## src/rtl/alu_uart_pkg.sv

```systemverilog
// alu_uart_pkg: shared constants, opcodes and state encodings for the ALU-over-UART host
package alu_uart_pkg;
  localparam int N_BITS_DEF  = 8;
  localparam int N_TICKS_DEF = 16;
  localparam int LIMITE_DEF  = 163;
  localparam logic [5:0] OP_ADD = 6'b100000;
  localparam logic [5:0] OP_SUB = 6'b100010;
  localparam logic [5:0] OP_AND = 6'b100100;
  localparam logic [5:0] OP_OR  = 6'b100101;
  localparam logic [5:0] OP_XOR = 6'b100110;
  localparam logic [5:0] OP_SRA = 6'b000011;
  localparam logic [5:0] OP_SRL = 6'b000010;
  localparam logic [5:0] OP_NOR = 6'b100111;
  typedef enum logic [2:0] {S_IDLE, S_SEND_A, S_SEND_B, S_SEND_OP, S_WAIT_RESP} host_state_e;
  typedef enum logic [2:0] {RX_IDLE, RX_START, RX_DATA, RX_STOP, RX_WAIT_HIGH} rx_state_e;
endpackage

```

## src/rtl/alu_uart_host_rx.sv

```systemverilog
// alu_uart_host_rx: oversampling 8N1 receiver on a shared baud tick, with glitch rejection
module alu_uart_host_rx
  import alu_uart_pkg::*;
#(
  parameter int N_BITS  = N_BITS_DEF,
  parameter int N_TICKS = N_TICKS_DEF
) (
  input  logic              i_clock,
  input  logic              i_reset,
  input  logic              i_tick,
  input  logic              i_rx,
  output logic [N_BITS-1:0] o_data,
  output logic              o_valid,
  output logic              o_frame_err,
  output logic              o_busy
);
  localparam int TW = $clog2(N_TICKS);
  localparam int NW = $clog2(N_BITS);
  rx_state_e state_q, state_d;
  logic [1:0] sync_q;
  logic [TW-1:0] cnt_q, cnt_d;
  logic [NW-1:0] n_q, n_d;
  logic [N_BITS-1:0] sh_q, sh_d;
  logic valid_q, valid_d, ferr_q, ferr_d, rx, last;
  assign rx = sync_q[1];
  assign last = i_tick && cnt_q == TW'(N_TICKS - 1);
  assign o_data = sh_q;
  assign o_valid = valid_q;
  assign o_frame_err = ferr_q;
  assign o_busy = state_q == RX_START || state_q == RX_DATA || state_q == RX_STOP;
  always_ff @(posedge i_clock or negedge i_reset) begin
    if (!i_reset) begin
      state_q <= RX_IDLE;
      sync_q  <= '1;
      cnt_q   <= '0;
      n_q     <= '0;
      sh_q    <= '0;
      valid_q <= 1'b0;
      ferr_q  <= 1'b0;
    end else begin
      state_q <= state_d;
      sync_q  <= {sync_q[0], i_rx};
      cnt_q   <= cnt_d;
      n_q     <= n_d;
      sh_q    <= sh_d;
      valid_q <= valid_d;
      ferr_q  <= ferr_d;
    end
  end
  always_comb begin
    state_d = state_q;
    cnt_d   = i_tick ? cnt_q + 1'b1 : cnt_q;
    n_d     = n_q;
    sh_d    = sh_q;
    valid_d = 1'b0;
    ferr_d  = 1'b0;
    case (state_q)
      RX_IDLE: begin
        cnt_d = '0;
        if (!rx) state_d = RX_START;
      end
      // re-check just before mid start bit; a high line here was a glitch
      RX_START: if (i_tick && cnt_q == TW'(N_TICKS / 2 - 2)) begin
        cnt_d   = '0;
        n_d     = '0;
        state_d = rx ? RX_IDLE : RX_DATA;
      end
      RX_DATA: if (last) begin
        cnt_d = '0;
        sh_d  = {rx, sh_q[N_BITS-1:1]};
        n_d   = n_q + 1'b1;
        if (n_q == NW'(N_BITS - 1)) state_d = RX_STOP;
      end
      RX_STOP: if (last) begin
        cnt_d   = '0;
        valid_d = rx;
        ferr_d  = !rx;
        state_d = rx ? RX_IDLE : RX_WAIT_HIGH;
      end
      default: begin
        cnt_d = '0;
        if (rx) state_d = RX_IDLE;
      end
    endcase
  end
endmodule

```

## src/rtl/alu_uart_host.sv

```systemverilog
// alu_uart_host: sends A, B, opcode as 8N1 frames and collects the one-byte ALU result
module alu_uart_host
  import alu_uart_pkg::*;
#(
  parameter int N_BITS       = N_BITS_DEF,
  parameter int N_TICKS      = N_TICKS_DEF,
  parameter int LIMITE       = LIMITE_DEF,
  parameter int NB_CONTA     = 8,
  parameter int N_BITS_OP    = 6,
  parameter int GAP_BITS     = 2,
  parameter int RESP_TIMEOUT = 64
) (
  input  logic                 i_clock,
  input  logic                 i_reset,
  input  logic                 i_start,
  input  logic [N_BITS-1:0]    i_data_a,
  input  logic [N_BITS-1:0]    i_data_b,
  input  logic [N_BITS_OP-1:0] i_op,
  input  logic                 i_rx,
  output logic                 o_tx,
  output logic                 o_busy,
  output logic [N_BITS-1:0]    o_result,
  output logic                 o_done,
  output logic                 o_timeout,
  output logic                 o_frame_err
);
  localparam int TW = $clog2(N_TICKS);
  localparam int BW = $clog2(N_BITS + GAP_BITS + 2);
  localparam int MW = $clog2(RESP_TIMEOUT + 1);
  host_state_e state_q, state_d;
  logic [NB_CONTA-1:0] baud_q, baud_d;
  logic [TW-1:0] tick_q, tick_d;
  logic [BW-1:0] bit_q, bit_d;
  logic [MW-1:0] tmo_q, tmo_d;
  logic [N_BITS-1:0] a_q, a_d, b_q, b_d, op_q, op_d, res_q, res_d, cur, cur_sh, rx_data;
  logic tx_q, tx_d, done_q, done_d, tmo_p_q, tmo_p_d, ferr_q, ferr_d;
  logic tick, tick_adv, accept, bit_end, rx_valid, rx_ferr, rx_busy, resp_win;
  alu_uart_host_rx #(.N_BITS(N_BITS), .N_TICKS(N_TICKS)) u_rx (
    .i_clock(i_clock), .i_reset(i_reset), .i_tick(tick), .i_rx(i_rx),
    .o_data(rx_data), .o_valid(rx_valid), .o_frame_err(rx_ferr), .o_busy(rx_busy)
  );
  assign tick = baud_q == NB_CONTA'(LIMITE - 1);
  assign accept = state_q == S_IDLE && i_start;
  // the response timer freezes while a reply frame is arriving
  assign tick_adv = tick && !(state_q == S_WAIT_RESP && rx_busy);
  assign bit_end = tick_adv && tick_q == TW'(N_TICKS - 1);
  assign resp_win = state_q == S_SEND_OP || state_q == S_WAIT_RESP;
  assign cur = state_q == S_SEND_A ? a_q : state_q == S_SEND_B ? b_q : op_q;
  assign cur_sh = cur >> (bit_q - 1'b1);
  assign o_tx = tx_q;
  assign o_busy = state_q != S_IDLE;
  assign o_result = res_q;
  assign o_done = done_q;
  assign o_timeout = tmo_p_q;
  assign o_frame_err = ferr_q;
  always_ff @(posedge i_clock or negedge i_reset) begin
    if (!i_reset) begin
      state_q <= S_IDLE;
      baud_q  <= '0;
      tick_q  <= '0;
      bit_q   <= '0;
      tmo_q   <= '0;
      a_q     <= '0;
      b_q     <= '0;
      op_q    <= '0;
      res_q   <= '0;
      tx_q    <= 1'b1;
      done_q  <= 1'b0;
      tmo_p_q <= 1'b0;
      ferr_q  <= 1'b0;
    end else begin
      state_q <= state_d;
      baud_q  <= baud_d;
      tick_q  <= tick_d;
      bit_q   <= bit_d;
      tmo_q   <= tmo_d;
      a_q     <= a_d;
      b_q     <= b_d;
      op_q    <= op_d;
      res_q   <= res_d;
      tx_q    <= tx_d;
      done_q  <= done_d;
      tmo_p_q <= tmo_p_d;
      ferr_q  <= ferr_d;
    end
  end
  always_comb begin
    baud_d  = accept || tick ? '0 : baud_q + 1'b1;
    state_d = state_q;
    tick_d  = tick_q;
    bit_d   = bit_q;
    tmo_d   = tmo_q;
    a_d     = a_q;
    b_d     = b_q;
    op_d    = op_q;
    res_d   = res_q;
    done_d  = 1'b0;
    tmo_p_d = 1'b0;
    ferr_d  = resp_win && rx_ferr;
    tx_d    = state_q == S_IDLE || state_q == S_WAIT_RESP || bit_q > BW'(N_BITS) ? 1'b1 :
              bit_q == '0 ? 1'b0 : cur_sh[0];
    if (accept) begin
      state_d = S_SEND_A;
      tick_d  = '0;
      bit_d   = '0;
      a_d     = i_data_a;
      b_d     = i_data_b;
      op_d    = N_BITS'(i_op);
    end else if (state_q != S_IDLE) begin
      if (tick_adv) tick_d = tick_q == TW'(N_TICKS - 1) ? '0 : tick_q + 1'b1;
      if (bit_end) bit_d = bit_q + 1'b1;
      if (resp_win && rx_valid) begin
        res_d   = rx_data;
        done_d  = 1'b1;
        state_d = S_IDLE;
      end else if (state_q == S_WAIT_RESP) begin
        if (bit_end) begin
          tmo_d = tmo_q + 1'b1;
          if (tmo_q == MW'(RESP_TIMEOUT - 1)) begin
            tmo_p_d = 1'b1;
            state_d = S_IDLE;
          end
        end
      end else if (bit_end && bit_q == BW'(state_q == S_SEND_OP ? N_BITS + 1 : N_BITS + 1 + GAP_BITS)) begin
        bit_d   = '0;
        tmo_d   = '0;
        state_d = state_q == S_SEND_A ? S_SEND_B : state_q == S_SEND_B ? S_SEND_OP : S_WAIT_RESP;
      end
    end
  end
endmodule
```

## config.mk

```make
export PLATFORM = sky130hd
export DESIGN_NAME = alu_uart_host
export DESIGN_NICKNAME = d
export VERILOG_FILES = /design/src/rtl/alu_uart_pkg.sv /design/src/rtl/alu_uart_host_rx.sv /design/src/rtl/alu_uart_host.sv
export SDC_FILE = /design/constraint.sdc
export NUM_CORES = 1
export LEC_CHECK = 0
export ABC_AREA = 0
export BUFFER_PORTS_ARGS = -buffer_cell sky130_fd_sc_hd__buf_2
export CORE_AREA = 2 2 122 65
export DETAILED_ROUTE_END_ITERATION = 8
export DIE_AREA = 0 0 124 67
export MAX_ROUTING_LAYER = met4
export PLACE_DENSITY = 0.78
export SLEW_MARGIN = 20
export SYNTH_ARGS = -nofsm -noshare
export SYNTH_HDL_FRONTEND = slang
export SYNTH_HIERARCHICAL = 1
export SYNTH_SLANG_ARGS = --single-unit
```

## constraint.sdc

```tcl
create_clock -name i_clock -period 3.05 [get_ports i_clock]
set_clock_uncertainty 0.1 [all_clocks]
set_input_delay 0.305 -clock i_clock [delete_from_list [all_inputs] [get_ports i_clock]]
set_output_delay 0.305 -clock i_clock [all_outputs]
set_load 0.05 [all_outputs]
```

==> flow_summary.toml <==
[drt]
routed_wl_mm = 8.81
drcViolationCount = 0
ant_nets = 0
drt-initial-drc-count = 295
dr.pass1.iters = 5
detail_route.wl_per_cell_um = 15.7
viasPerCell = 5.79
vias = 3255

[yosys]
synth-simple-area-share = 0.248
syn_inst = 424
synth.mux.area_fraction = 0.0447
synth_xor_area_frac = 0.0336
synth_ff_type = "dfrtp_1"
synth-edff-count = 0
synth_top_area_share = 0.474
syn_nets = 460
async_reset_ff_frac = 1.00
syn-cell-area_um2 = 4170
synth-seq-cells = 82
syn_area_per_cell_um2 = 9.84
synth_top_family_by_area = "simple AND/OR/NAND/NOR gates"
netlist-cell-type-count = 63
synth_compound_area_frac = 0.111
synthAdderAreaFrac = 0.0300
ys_warn_count = 6
synth_seq_area_share = 0.493
yosys.area.top_type = "dfrtp_1"
synth.top_cells.by_area = "dfrtp_1 (47%), nand2_1 (7.8%), mux2_2 (3.5%), nor2_1 (3.3%), ha_1 (3.0%)"

[cts]
cts_max_path_buffers = 2
numCtsBuffers = 9
h-tree-depth = 3
clock-sinks = 82
postCtsHoldBufs = 1
cts_setup_buffers = 0
cts.clk_slew.worst_paths_ns = 0.06
cts_tree = "done"
root_buffer = "clkbuf_16"
cts_resized = 0
clk_latency_ns = 0.34

[timing]
rsz0062_at_grt = "false"
fin_crit_sh = 0.863
max_slew_margin = 0.428
setup_violations = 0
fmax_ghz = 0.380
holdWs_ns = 0.0561
finalCriticalPeriod_ns = 2.63
tightest_slew_ns = 0.858
setup_ws_ns = 0.416
setup_tns_ns = 0
hold_viol = 0
finalMaxSlewViolations = 0

[final_layout]
n_antenna_cell = 0
drive_above_1_share = 0.195
area_delta_synth_final_pct = 14.4
final_nets = 497
final_cell_area_um2 = 4770

[floorplanning]
io-pin-count = 39
die-area_um2 = 8310
initial_utilization = 0.583
coreArea_um2 = 7160
die_w_um = 124
rows = 22
die_h_um = 67

[global_route]
grt_pass1_wl_mm = 15.0
gr-max-usage-layer = "met1"
grt_max_degree = 83
grt_pass1_vias = 3011
antenna_found_initial = 0
track_usage = 0.246
gr-usage-met1 = 0.372
gr-total-overflow = 0
use_met3 = 0.0693
grt_use_met2 = 0.322

[hold_path]
min-delay-start = "i_data_a[0]"
hp-class = "input pin to register"

[critical_path]
end_kind = "register"
path_class = "register to register"
cp-start-kind = "register"
cp_cell_sequence = "inv_1 > ha_1 > nand4bb_1 > nor2_1 > buf_4 > nand4b_1 > a32oi_1 > a21oi_1 > a41o_1"
critPathSlowestCell = "a32oi_1"
crit_fanout = 8
cp.arrival_ns = 2.76
max_stage_delay_ns = 0.50
r2r_slack_ns = 0.42
crit_path_start = "baud_q[0]"
cp.required_ns = 3.17
r2r_start = "baud_q[0]"

[placed_design]
dp_hpwl_mm = 6.21
pre_cts_ws_ns = 0.448
gp_congestion = 0.974
place_area_um2 = 4420
port_buffers = 38

[power]
ir_drop_mv = 0.394
power_density_nw_per_um2 = 694
power_leakage_nw = 2.32

[job]
maxCapViolations = 0

[status]
status = "completed"
registers in the layout, indices dropped and copies added, names as in the netlist, 2 cells and up:
signal,flops
baud_q,8
b_q,8
bit_q,4
op_q,6
a_q,8
tmo_q,7
state_q,3
tick_q,4
u_rx/state_q,3
u_rx/cnt_q,4
o_result,8
u_rx/o_data,8
u_rx/n_q,3
u_rx/sync_q,2
worst max-delay path, delay by kind of cell, from the launching register on:
family                   cells  cell delay (ns)
AO/OA/AOI/OAI                3             0.86
AND/OR/NAND/NOR              3             0.69
flip-flops                   1             0.43
buffers and inverters        2             0.27
adder cells (fa/ha/maj)      1             0.16
cells by family after synthesis:
group                    count (synthesis)
flip-flops                              82
multiplexers                            16
adder cells (fa/ha/maj)                 10
AO/OA/AOI/OAI                           62
XOR/XNOR                                16
AND/OR/NAND/NOR                        202
buffers and inverters                   36
cell type report:
type / count / area [µm²]
clock buffer: 12 / 256
inverter: 17 / 63.8
tap: 96 / 120
multi-input combinational: 306 / 1950
fill: 585 / 2380
timing repair buffer: 45 / 254
clock inverter: 4 / 73.8
sequential: 82 / 2060
power breakdown:
group / switching [mW] / total (mW) / internal, mW
Combinational: 0.328 / 0.611 / 0.283
Clock: 0.422 / 1.18 / 0.762
Sequential: 0.210 / 1.52 / 1.31
worst paths after layout:
path | end | cells after the start
max | u_rx/state_q[1] | 9
min | a_q[0] | 3
max reg2reg | u_rx/state_q[1] | 9
min reg2reg | u_rx/sync_q[1] | 0
max in group asynchronous | o_result[4] | 2
min in group asynchronous | b_q[3] | 2
cell usage after synthesis (all sizes together), types with 8 or more instances:
master / count
nand2: 87
mux2: 15
xnor2: 8
a21oi: 8
o21ai: 14
dfrtp: 79
nand3: 17
ha: 10
nor2: 37
clkbuf: 12
inv: 17
xor2: 8
routing by layer:
metal | up-vias | part of all wire
li1 | 1561 | -
met3 | 11 | 0.077
met2 | 130 | 0.41
met5 | - | 0
met1 | 1553 | 0.51
met4 | 0 | 0.0094
metrics by stage:
step	std cells	utilization	power (mW)
after floorplan	424	-	1.95
after global routing	562	0.667	3.50
final	562	0.667	3.31
after CTS	561	0.665	3.32
after detailed placement	544	0.617	2.13
after global placement	544	0.617	2.10
layout by cell type (no fill, tap or decap), types with 4 or more instances in the layout:
cell type	instances
nand2_1	87
dfrtp_1	79
nor2_1	37
buf_2	37
nand3_1	17
inv_1	16
mux2_2	13
o21ai_0	11
ha_1	10
clkbuf_16	9
xor2_1	8
xnor2_1	8
nor3_1	7
nor2b_1	7
a21oi_1	7
and3_1	6
nand4_1	6
or3_1	6
a22oi_1	5
a31oi_1	5
buf_4	5
o221ai_1	4
a22o_1	4
nand2b_1	4
nor4_4	4
No activity file was read; power rests on OpenSTA's default activity.
